### config.mk
export PLATFORM = sky130hd
export DESIGN_NAME = regfile_write_arbiter_flat
export DESIGN_NICKNAME = d
export VERILOG_FILES = /design/src/rtl/regfile_write_arbiter_if.sv /design/src/rtl/regfile_write_arbiter.sv /design/src/flat_wrapper.sv
export SDC_FILE = /design/constraint.sdc
export NUM_CORES = 1
export LEC_CHECK = 0
export CAP_MARGIN = 20
export CELL_PAD_IN_SITES_DETAIL_PLACEMENT = 0
export CELL_PAD_IN_SITES_GLOBAL_PLACEMENT = 2
export CORE_ASPECT_RATIO = 0.9
export CORE_MARGIN = 1
export CORE_UTILIZATION = 28
export CTS_CLUSTER_SIZE = 30
export DETAILED_ROUTE_END_ITERATION = 6
export PLACE_DENSITY_LB_ADDON = 0.08
export SLEW_MARGIN = 20
export SYNTH_ARGS = -nofsm -noshare
export SYNTH_HDL_FRONTEND = slang
export SYNTH_SLANG_ARGS = --single-unit
### constraint.sdc
create_clock -name clock -period 5.4 [get_ports clock]
set_input_delay 1.08 -clock clock [delete_from_list [all_inputs] [get_ports clock]]
set_output_delay 1.08 -clock clock [all_outputs]
set_load 0.02 [all_outputs]
### src/rtl/regfile_write_arbiter_if.sv
// Bus bundle between the CPU writeback path, external requesters and the
// register-file write port for regfile_write_arbiter.
interface regfile_write_arbiter_if #(
  parameter int N_REQ = 2
);
  logic                        cpu_we;
  logic [4:0]                  cpu_rd;
  logic [31:0]                 cpu_data;
  logic [N_REQ-1:0]            req_valid;
  logic [N_REQ-1:0][4:0]       req_reg;
  logic [N_REQ-1:0][31:0]      req_data;
  logic [N_REQ-1:0]            req_ready;
  logic                        cpu_stall;
  logic                        rf_we;
  logic [4:0]                  rf_rd;
  logic [31:0]                 rf_data;

  modport master (
    output cpu_we, cpu_rd, cpu_data, req_valid, req_reg, req_data,
    input  req_ready, cpu_stall, rf_we, rf_rd, rf_data
  );

  modport slave (
    input  cpu_we, cpu_rd, cpu_data, req_valid, req_reg, req_data,
    output req_ready, cpu_stall, rf_we, rf_rd, rf_data
  );
endinterface

### src/rtl/regfile_write_arbiter.sv
// Shares the regfile write port between CPU writeback and N_REQ buffered
// external requesters; stalls the CPU while draining slots round-robin.
module regfile_write_arbiter_slot (
  input  logic        clock,
  input  logic        reset,
  input  logic        load,
  input  logic        clear,
  input  logic [4:0]  reg_in,
  input  logic [31:0] data_in,
  output logic        full,
  output logic [4:0]  rd,
  output logic [31:0] data
);
  always_ff @(posedge clock) begin
    if (reset)      full <= 1'b0;
    else if (clear) full <= 1'b0;
    else if (load)  full <= 1'b1;
    if (load) begin
      rd   <= reg_in;
      data <= data_in;
    end
  end
endmodule

module regfile_write_arbiter #(
  parameter int N_REQ     = 2,
  parameter int MAX_BURST = 4
) (
  input  logic                   clock,
  input  logic                   reset,
  regfile_write_arbiter_if.slave bus
);
  localparam int PW = (N_REQ > 1) ? $clog2(N_REQ) : 1;
  localparam int BW = $clog2(MAX_BURST + 1);

  typedef enum logic [1:0] {IDLE, STALL, WRITE} state_t;

  state_t                 state_q, state_d;
  logic [PW-1:0]          rr_ptr_q, rr_ptr_d, gnt_q, gnt_d;
  logic [BW-1:0]          burst_q, burst_d;
  logic [N_REQ-1:0]       full, load, clear, pending;
  logic [N_REQ-1:0][4:0]  slot_rd;
  logic [N_REQ-1:0][31:0] slot_data;

  // First set bit of m at or after start, in circular order.
  function automatic logic [PW-1:0] pick(input logic [N_REQ-1:0] m,
                                         input logic [PW-1:0]    start);
    logic [PW-1:0] r;
    int idx;
    r = start;
    for (int k = N_REQ - 1; k >= 0; k--) begin
      idx = (int'(start) + k) % N_REQ;
      if (m[idx]) r = PW'(idx);
    end
    return r;
  endfunction

  for (genvar g = 0; g < N_REQ; g++) begin : g_slot
    assign load[g]  = bus.req_valid[g] & ~full[g];
    assign clear[g] = (state_q == WRITE) && (gnt_q == PW'(g));

    regfile_write_arbiter_slot u_slot (
      .clock   (clock),
      .reset   (reset),
      .load    (load[g]),
      .clear   (clear[g]),
      .reg_in  (bus.req_reg[g]),
      .data_in (bus.req_data[g]),
      .full    (full[g]),
      .rd      (slot_rd[g]),
      .data    (slot_data[g])
    );
  end

  assign bus.req_ready = ~full;
  // Slots still waiting once the current grant retires; new arrivals wait
  // for the next STALL so a freshly drained requester cannot jump the queue.
  assign pending = full & ~clear;

  always_ff @(posedge clock) begin
    if (reset) begin
      state_q  <= IDLE;
      rr_ptr_q <= '0;
      gnt_q    <= '0;
      burst_q  <= '0;
    end else begin
      state_q  <= state_d;
      rr_ptr_q <= rr_ptr_d;
      gnt_q    <= gnt_d;
      burst_q  <= burst_d;
    end
  end

  always_comb begin
    state_d       = state_q;
    rr_ptr_d      = rr_ptr_q;
    gnt_d         = gnt_q;
    burst_d       = burst_q;
    bus.cpu_stall = 1'b0;
    bus.rf_we     = 1'b0;
    bus.rf_rd     = '0;
    bus.rf_data   = '0;
    case (state_q)
      IDLE: begin
        bus.rf_we   = bus.cpu_we;
        bus.rf_rd   = bus.cpu_rd;
        bus.rf_data = bus.cpu_data;
        burst_d     = '0;
        if (|full) state_d = STALL;
      end
      STALL: begin
        bus.cpu_stall = 1'b1;
        gnt_d         = pick(full, rr_ptr_q);
        state_d       = WRITE;
      end
      WRITE: begin
        bus.cpu_stall = 1'b1;
        bus.rf_rd     = slot_rd[gnt_q];
        bus.rf_data   = slot_data[gnt_q];
        // r0 requests are consumed silently; reset suppresses the slot write.
        bus.rf_we     = (slot_rd[gnt_q] != 5'd0) && !reset;
        rr_ptr_d      = PW'((int'(gnt_q) + 1) % N_REQ);
        burst_d       = burst_q + BW'(1);
        if ((|pending) && (int'(burst_q) + 1 < MAX_BURST))
          gnt_d = pick(pending, rr_ptr_d);
        else
          state_d = IDLE;
      end
      default: state_d = IDLE;
    endcase
  end
endmodule

### src/flat_wrapper.sv
// flat-port wrapper written by rule: the top's interface ports become plain ports
module regfile_write_arbiter_flat 
#(
  parameter int N_REQ     = 2,
  parameter int MAX_BURST = 4
)
  (clock, reset, bus_cpu_we, bus_cpu_rd, bus_cpu_data, bus_req_valid, bus_req_reg, bus_req_data, bus_req_ready, bus_cpu_stall, bus_rf_we, bus_rf_rd, bus_rf_data);
  regfile_write_arbiter_if #(.N_REQ(N_REQ)) bus_i ();
  input  logic clock;
  input  logic reset;
  input wire logic [$bits(bus_i.cpu_we)-1:0] bus_cpu_we;
  input wire logic [$bits(bus_i.cpu_rd)-1:0] bus_cpu_rd;
  input wire logic [$bits(bus_i.cpu_data)-1:0] bus_cpu_data;
  input wire logic [$bits(bus_i.req_valid)-1:0] bus_req_valid;
  input wire logic [$bits(bus_i.req_reg)-1:0] bus_req_reg;
  input wire logic [$bits(bus_i.req_data)-1:0] bus_req_data;
  output wire logic [$bits(bus_i.req_ready)-1:0] bus_req_ready;
  output wire logic [$bits(bus_i.cpu_stall)-1:0] bus_cpu_stall;
  output wire logic [$bits(bus_i.rf_we)-1:0] bus_rf_we;
  output wire logic [$bits(bus_i.rf_rd)-1:0] bus_rf_rd;
  output wire logic [$bits(bus_i.rf_data)-1:0] bus_rf_data;
  assign bus_i.cpu_we = bus_cpu_we;
  assign bus_i.cpu_rd = bus_cpu_rd;
  assign bus_i.cpu_data = bus_cpu_data;
  assign bus_i.req_valid = bus_req_valid;
  assign bus_i.req_reg = bus_req_reg;
  assign bus_i.req_data = bus_req_data;
  assign bus_req_ready = bus_i.req_ready;
  assign bus_cpu_stall = bus_i.cpu_stall;
  assign bus_rf_we = bus_i.rf_we;
  assign bus_rf_rd = bus_i.rf_rd;
  assign bus_rf_data = bus_i.rf_data;
  regfile_write_arbiter #(.N_REQ(N_REQ), .MAX_BURST(MAX_BURST)) u_core (.clock(clock), .reset(reset), .bus(bus_i));
endmodule
Word-level counts from Yosys, hierarchy flattened
Index checks and enable logic that the tools add are counted.

Mux-type cells: 28. Add/sub/neg operators: 5. Magnitude comparators: 6. Bitwise gates (word level): 10. Eq/ne operators: 5. Reduce and logical (&&, ||, !) cells: 16.

Operator list (count): 2-to-1 mux 32 bit (2); case mux 32 bit (2 select lines) (1); < comparator 32 x 4 -> 1 bit, second input constant (1); 2-to-1 mux 1 bit (16); 2-to-1 mux 5 bit (2); case mux 5 bit (2 select lines) (1); OR reduction 2 bit (5); < comparator 1 x 2 -> 1 bit, second input constant (3); < comparator 2 x 3 -> 1 bit, second input constant (2); case mux 2 bit (3 select lines) (1); case mux 3 bit (2 select lines) (1); nonzero test 5 bit (1); adder 3 x 1 -> 4 bit, second input constant (1); logical AND 1 bit (4); 2-to-1 mux 2 bit (2); != test 2 bit, second input constant (2); NOT 2 bit (2); case mux 1 bit (2 select lines) (2); AND reduction 2 bit (2); nonzero test 2 bit (2); adder 1 bit, second input constant (3); adder 3 x 1 -> 3 bit, second input constant (1); NOT 1 bit (3); bitwise AND 1 bit (2); other kinds (7) (8).

Output and inout port bits: 41. Flip-flop bits (word level): 83. Logic and storage cells: 80. Input bits: 116.

Logic depth before layout (Yosys ltp)
Gate-level depths: netlist of the first run.

Depth after elaboration: 11. Depth in mapped cells: 7. Depth with buffers taken out: 5.

Hierarchy
Synthesis of the first run repeated with hierarchy kept, for this count alone.

Cell total of the unflattened synthesis: 230. Area, all modules: 3601.0 µm².

By module, submodules not included: regfile_write_arbiter_slot (area an instance 1144.8 µm², cells each 40, sequential area each 1131.1 µm², instances 2); regfile_write_arbiter (area an instance 1311.3 µm², cells each 150, sequential area each 140.1 µm², instances 1).

Worst setup path before layout of the first run
No wires, ideal clock.

Path kind: input to register. Start point: input port bus_req_valid[0]. End point: register u_core.g_slot[0].u_slot.data[0], enable pin. Stages on the path: 1. Setup slack: 2.223 ns. Library setup time: 0.436 ns. Path buffers: 0. Data arrival time: 2.741 ns. Cell sequence: nor2b_1.

Cells in the longest elaborated chain, start to end: 1.

RTL lines: start: declaration (RTL line flat_wrapper.sv:14) `input wire logic [$bits(bus_i.req_valid)-1:0] bus_req_valid;`; bitwise AND 1 bit (RTL line regfile_write_arbiter.sv:59) `assign load[g] = bus.req_valid[g] & ~full[g];`; end signal: assignment (RTL line regfile_write_arbiter.sv:20) `data <= data_in;`; end: declaration (RTL line regfile_write_arbiter.sv:12) `output logic [31:0] data`.

Every way passes these cells. A chain may end at the register's enable or synchronous reset.

Final worst setup path of the first run
Start point: register u_core.state_q[0]. End point: output port bus_rf_data[25].

Cells in the longest elaborated chain, start to end: 2. Elaborated cells between the ends (all ways): 3.

RTL lines: start: declaration (RTL line regfile_write_arbiter.sv:38) `state_t state_q, state_d;`; start signal: assignment (RTL line regfile_write_arbiter.sv:87) `state_q <= state_d;`; == test 2 bit / zero test 2 bit (equally long branches) (RTL line regfile_write_arbiter.sv:103) `case (state_q)`; case mux 32 bit (2 select lines) (*) (RTL line regfile_write_arbiter.sv:103); end: declaration (RTL line flat_wrapper.sv:21) `output wire logic [$bits(bus_i.rf_data)-1:0] bus_rf_data;`.

Mark *: on every way between the ends. The rest lies on a longest branch, timed or not.

==> flow_metrics.env, run 1 <==
export IMPL_status="complete, no violations"
export IMPL_tns_ns=0
export IMPL_swShare_pct=32.5
export IMPL_first_pass_iters=4
export IMPL_switching_power_mw=0.761
export IMPL_ys_ff_latch=83
export IMPL_cts_tree="done"
export IMPL_slew_headroom_pct=43.3
export IMPL_io_buffers=156
export IMPL_required_ns=4.32
export IMPL_pin_count=157
export IMPL_dieHeight_microns=109
export IMPL_vdd_drop_max_uv=249
export IMPL_slew_violations=0
export IMPL_avgRoutedWirePerCell_microns=15.2
export IMPL_syn_area_sq_mm=0.00355
export IMPL_setup_violations=0
export IMPL_power_frac_clock_pct=24.6
export IMPL_layout_nets=542
export IMPL_grt_pass1_wl_mm=13.0
export IMPL_htreeDepth=3
export IMPL_postSynthCellCount=264
export IMPL_dp_hpwl_mm=6.31
export IMPL_diodes=0
export IMPL_async_flop_share_pct=0
export IMPL_clock_skew_ns=0.00346
export IMPL_clock_sinks=83
export IMPL_rsz0062_at_grt="no"
export IMPL_crit_type="register to primary output"
export IMPL_rows=38
export IMPL_gp_congestion=0.686
export IMPL_fmax_mhz=264
export IMPL_finalWirelength_mm=8.86
export IMPL_ant_nets=0
export IMPL_drt_drc_violations_left=0
export IMPL_arrival_ns=2.71
export IMPL_min_period_ns=3.79
export IMPL_synth_cell_types=28
export IMPL_cts_buffers=9
export IMPL_cts_setup_buffers=0
export IMPL_ys_warn_count=0
export IMPL_die_x_microns=121
export IMPL_ys_seq_area_share_pct=67.7
export IMPL_ys_flop_type="edfxtp_1"
export IMPL_worstHoldPathType="register to register"
export IMPL_fin_crit_sh_pct=70.1
export IMPL_p_leak_nw=1.96
export IMPL_grt_pass1_vias=2495
export IMPL_combPwrFrac_pct=40.8
export IMPL_dr_first_iter_drc_count=129
export IMPL_end_kind="primary output"
export IMPL_p_seq_share_pct=34.6
export IMPL_drive_gt1_share_pct=5.41
export IMPL_start_util_pct=29.0
export IMPL_clk_pin_slew_ns=0.06
export IMPL_track_usage_pct=13.7
export IMPL_ctsHoldBuffers=0
export IMPL_vias=2525
export IMPL_clockRootBuffer="clkbuf_16"
export IMPL_p_int_mw=1.58
export IMPL_tightestPinTransition_ns=0.851
export IMPL_crit_path_start_kind="register"
export IMPL_overflow=0
export IMPL_clkLatencyLatePin_ns=0.33
export IMPL_syn_num_nets=386
export IMPL_syn_avg_cell_area_sq_um=13.4
export IMPL_synth_edf_count=74
export IMPL_rrSetupSlack_ns=3.23
export IMPL_finalHoldViolCount=0
export IMPL_critical_path_max_fanout=21
export IMPL_fin_hold_ws_ns=0.484
export IMPL_viasPerCell=4.32
export IMPL_clockBufferDepth=2
export IMPL_antenna_found_initial=0
export IMPL_final_util_pct=45.7
export IMPL_ctsResizeCount=0
export IMPL_grt_max_degree=43
export IMPL_p_per_area_mw_per_mm2=419
export IMPL_syn2layout_area_growth_pct=57.5
export IMPL_maxCapViolCount=0
export IMPL_die_area_sq_mm=0.0131
export IMPL_core_sq_mm=0.0122
==> layout make-up <==
cell class	instances	area [sq um]
Multi-Input combinational cell	160	1070
Clock inverter	4	41.3
Tap cell	160	200
Fill cell	1140	6630
Clock buffer	12	236
Inverter	6	22.5
Timing Repair Buffer	160	1610
Sequential cell	83	2400
==> power groups by stage <==
stage / clock (mW) / sequential [mW] / combinational (mW)
2_1_floorplan: 0 / 0.796 / 0.530
3_3_place_gp: 0 / 0.821 / 0.953
3_5_place_dp: 0 / 0.824 / 0.968
4_1_cts: 0.596 / 0.810 / 0.973
5_1_grt: 0.621 / 0.818 / 1.03
6_report: 0.575 / 0.810 / 0.954
==> synthesized netlist by cell type, types with 2 or more instances <==
master    instances  area (sq um)
a21oi_1           5          25.0
buf_2             4          20.0
clkbuf_1         10          37.5
dfxtp_1           9           180
edfxtp_1         74          2220
ha_1              6          75.1
inv_1             6          22.5
mux2i_1          40           400
nand2_1          43           161
nor2_1            8          30.0
nor2b_1           3          18.8
nor3b_1           2          15.0
o21a_1            2          15.0
o21ai_0          38           190
==> layer usage <==
layer	vias to the layer above	track usage (%)	part of all wire, %
li1	1271	-	-
met1	1155	15.6	42
met2	91	22.6	48
met3	8	6.28	8.9
met4	0	5.03	1.4
met5	-	0	0
==> kinds of logic after synthesis <==
group,Yosys count,share of synthesized area (%)
DFF,83,67.7
and+or+nand+nor,60,7.27
buffers and inverters,21,2.58
AOI/OAI and AO/OA,51,8.01
xor gates and xnor gates,1,0.247
adders and majority gates,6,2.12
muxes,42,12.0
==> state kept, by name, summed over array words and instances (netlist names) <==
name and flops:
u_core.rr_ptr_q 1, u_core.burst_q 3, u_core.g_slot.u_slot.full 2, u_core.gnt_q 1, u_core.state_q 2, u_core.g_slot.u_slot.rd 10, u_core.g_slot.u_slot.data 64
==> critical path, stage by stage, from the launching register on <==
cell	delay, ns
dfxtp_1	0.35
inv_1	0.12
ha_1	0.42
inv_1	0.40
buf_16	0.27
o21ai_0	0.18
clkdlybuf4s50_1	0.63
==> final timing paths <==
kind	startpoint	end	depth (start not counted)
hold reg to reg	u_core.rr_ptr_q	u_core.rr_ptr_q	1
hold / removal	u_core.rr_ptr_q	u_core.rr_ptr_q	1
setup reg to reg	u_core.state_q[0]	u_core.gnt_q	6
setup / recovery	u_core.state_q[0]	bus_rf_data[25]	6
==> placed cells by master (no fill, tap or decap) <==
master           instances
ha_1                     5
and2_1                   1
or4_4                    1
a31oi_1                  1
inv_1                    6
mux2_4                   1
nor2_1                   8
dfxtp_1                  8
buf_16                   1
nor2b_1                  1
a21boi_0                 1
xor2_1                   1
dfxtp_2                  1
edfxtp_1                74
nor3_1                   1
a2bb2oi_2                1
mux2i_1                 40
bufinv_16                1
nor3b_1                  2
o21ai_0                 38
nor3_2                   1
o21a_1                   2
buf_4                    3
o2bb2ai_1                1
clkdlybuf4s50_1        156
nand2_1                 43
clkbuf_1                 3
clkinv_1                 3
o22ai_1                  1
clkbuf_16                9
nor2b_4                  2
a32o_1                   1
mux2_2                   1
ha_2                     1
a21oi_1                  5
==> per-stage QoR <==
stage	std cells	instance area (sq um)	power [mW]	worst slack (ns)
after floorplan	264	3550	1.33	2.22
after global placement	568	5280	1.77	1.72
after detailed placement	569	5310	1.79	1.69
after CTS	585	5590	2.38	1.56
after global routing	585	5590	2.47	1.32
final	585	5590	2.34	1.61
Power figures use the tool's default switching activity.
==> run 2: changes to the inputs <==
CORE_UTILIZATION = 26   (was 28)
clock period = 3.7 ns   (was 5.4 ns; I/O delays follow)
==> run 2 against run 1 <==
  * The run now ends with design-rule violations left
  * Die area is 7.6% higher
  * Sequential power up 46%
  * Register-to-register slack worse by 1.6 ns
  * Highest routed layer unchanged
  * Critical path depth did not move
  * Power rose by 46%
  * Routed wire length up 4.3%
  * Global-route usage up 0.092 points
==> flow_metrics.env, run 2 (synthesis results as in run 1) <==
export IMPL_first_pass_iters=7
export IMPL_setup_violations=0
export IMPL_critical_path_top_delay_family="buffers and inverters"
export IMPL_r2r_cells=5
export IMPL_critPathBufInv=4
export IMPL_crit_slowest_cell="clkdlybuf4s50_1"
export IMPL_viasPerCell=4.24
export IMPL_path_depth=6
export IMPL_placed_cells=581
export IMPL_track_usage_pct=13.8
export IMPL_drt_drc_violations_left=6
export IMPL_ant_nets=0
export IMPL_layout_area_seq_sq_mm=0.00240
export IMPL_largest_reg_flops=64
export IMPL_placed_cell_area_sq_mm=0.00534
export IMPL_crit_path_start_kind="register"
export IMPL_clk_pin_slew_ns=0.06
export IMPL_clock_skew_ns=0.00806
export IMPL_top_register="u_core.g_slot.u_slot.data"
export IMPL_slew_violations=0
export IMPL_critical_path_max_fanout=15
export IMPL_stdcell_count=597
export IMPL_die_x_microns=125
export IMPL_drive_gt1_share_pct=7.46
export IMPL_grt_pass1_vias=2552
export IMPL_grt_max_degree=43
export IMPL_clockBufferDepth=2
export IMPL_min_from="u_core.state_q[1]"
export IMPL_clockRootBuffer="clkbuf_16"
export IMPL_final_area_sq_mm=0.00562
export IMPL_pin_count=157
export IMPL_fill_cells=1282
export IMPL_layout_commonest_cell="clkdlybuf4s50_1"
export IMPL_vdd_drop_max_uv=219
export IMPL_end_kind="primary output"
export IMPL_avgRoutedWirePerCell_microns=15.5
export IMPL_max_stage_delay_ns=0.66
export IMPL_cp_cell_sequence="inv_1, ha_1, inv_1, buf_4, o21ai_0, clkdlybuf4s50_1"
export IMPL_path_common_cell="inv_1"
export IMPL_hold_path_endpoint="u_core.state_q[1]"
export IMPL_ctsHoldBuffers=0
export IMPL_status="complete, but fails checks"
export IMPL_vias=2529
export IMPL_die_area_sq_mm=0.0141
export IMPL_cts_tree="done"
export IMPL_finalWirelength_mm=9.25
export IMPL_p_per_area_mw_per_mm2=607
export IMPL_htreeDepth=3
export IMPL_rr_startpoint="u_core.gnt_q"
export IMPL_dp_hpwl_mm=6.41
export IMPL_gp_congestion=0.688
export IMPL_tightestPinTransition_ns=0.863
export IMPL_diodes=0
export IMPL_crit_type="register to primary output"
export IMPL_holdPathStages=2
export IMPL_violations="design-rule violations"
export IMPL_required_ns=2.96
export IMPL_final_cell_mix="156 x clkdlybuf4s50_1, 74 x edfxtp_1, 43 x nand2_1"
export IMPL_grt_pass1_wl_mm=14.1
export IMPL_clock_sinks=83
export IMPL_cts_setup_buffers=0
export IMPL_dieHeight_microns=113
export IMPL_reg2reg_to="u_core.gnt_q"
export IMPL_dr_first_iter_drc_count=127
export IMPL_start_util_pct=26.6
export IMPL_core_sq_mm=0.0133
export IMPL_worstHoldPathType="register to register"
export IMPL_reg_largest_list="u_core.g_slot.u_slot.data: 64 flops, u_core.g_slot.u_slot.rd: 10 flops, u_core.burst_q: 3 flops"
export IMPL_clkLatencyLatePin_ns=0.35
export IMPL_p_leak_nw=1.97
export IMPL_multi_input_area_sq_mm=0.00107
export IMPL_maxCapViolCount=0
export IMPL_rsz0062_at_grt="no"
export IMPL_io_buffers=156
export IMPL_tns_ns=0
export IMPL_rrSetupSlack_ns=1.67
export IMPL_layout_nets=546
export IMPL_fmax_mhz=311
export IMPL_antenna_found_initial=0
export IMPL_overflow=0
export IMPL_arrival_ns=2.48
export IMPL_min_period_ns=3.22
export IMPL_cts_buffers=9
export IMPL_finalHoldViolCount=0
export IMPL_syn2layout_area_growth_pct=58.4
export IMPL_fin_crit_sh_pct=87.0
export IMPL_slew_headroom_pct=42.5
export IMPL_ctsResizeCount=0
export IMPL_rows=40
==> run 2: cell count changes in the layout (fill, tap and decap cells not counted), sizes merged <==
cell | previous run | this run
clkbuf | 12 | 10
buf | 4 | 8
inv | 6 | 8
clkinv | 3 | 1
bufinv | 1 | 0
clkinvlp | 0 | 3
==> run 2: worst max-delay path by stage <==
stage                      start                               to
2_1_floorplan   bus_req_valid[0]  u_core.g_slot[0].u_slot.data[0]
3_3_place_gp               reset                        bus_rf_we
3_5_place_dp               reset                        bus_rf_we
4_1_cts        u_core.state_q[1]                  bus_rf_data[27]
5_1_grt        u_core.state_q[0]                  bus_rf_data[28]
6_report       u_core.state_q[0]                  bus_rf_data[19]
==> run 2: report_power, final <==
group	leakage [nW]	switching, mW	internal [mW]
combinational	1.06	0.736	0.672
sequential	0.780	0.0608	1.11
clock	0.126	0.370	0.460
==> run 2: area by class of cell <==
class                           instances  share of cell area, %
Tap cell                              168                   3.74
Inverter                                6                  0.401
Timing Repair Buffer                  164                   29.1
Sequential cell                        83                   42.8
Clock buffer                           10                   4.08
Clock inverter                          6                  0.869
Multi-Input combinational cell        160                   19.0
==> run 2: per-stage QoR <==
stage               hold slack (ns)  power (mW)  worst slack, ns  util (%)
floorplan                     0.451        1.94            0.863         -
global placement              0.466        2.62            0.658      40.1
detailed placement            0.477        2.62            0.604      40.1
CTS                           0.487        3.48            0.405      42.2
global route                  0.501        3.61            0.253      42.2
finish                        0.482        3.41            0.480      42.2
==> run 2: per-layer routing <==
layer,global-route usage [%],vias to the layer above,wire length [microns]
met5,0,-,0
met4,5.37,0,119
met3,6.38,10,734
met2,21.7,88,4240
met1,16.4,1145,4160
li1,-,1286,-
==> run 2: worst min-delay path: stages, from the launching register on <==
cell	delay [ns]
dfxtp_1	0.32
nand2_1	0.06
mux2i_1	0.05
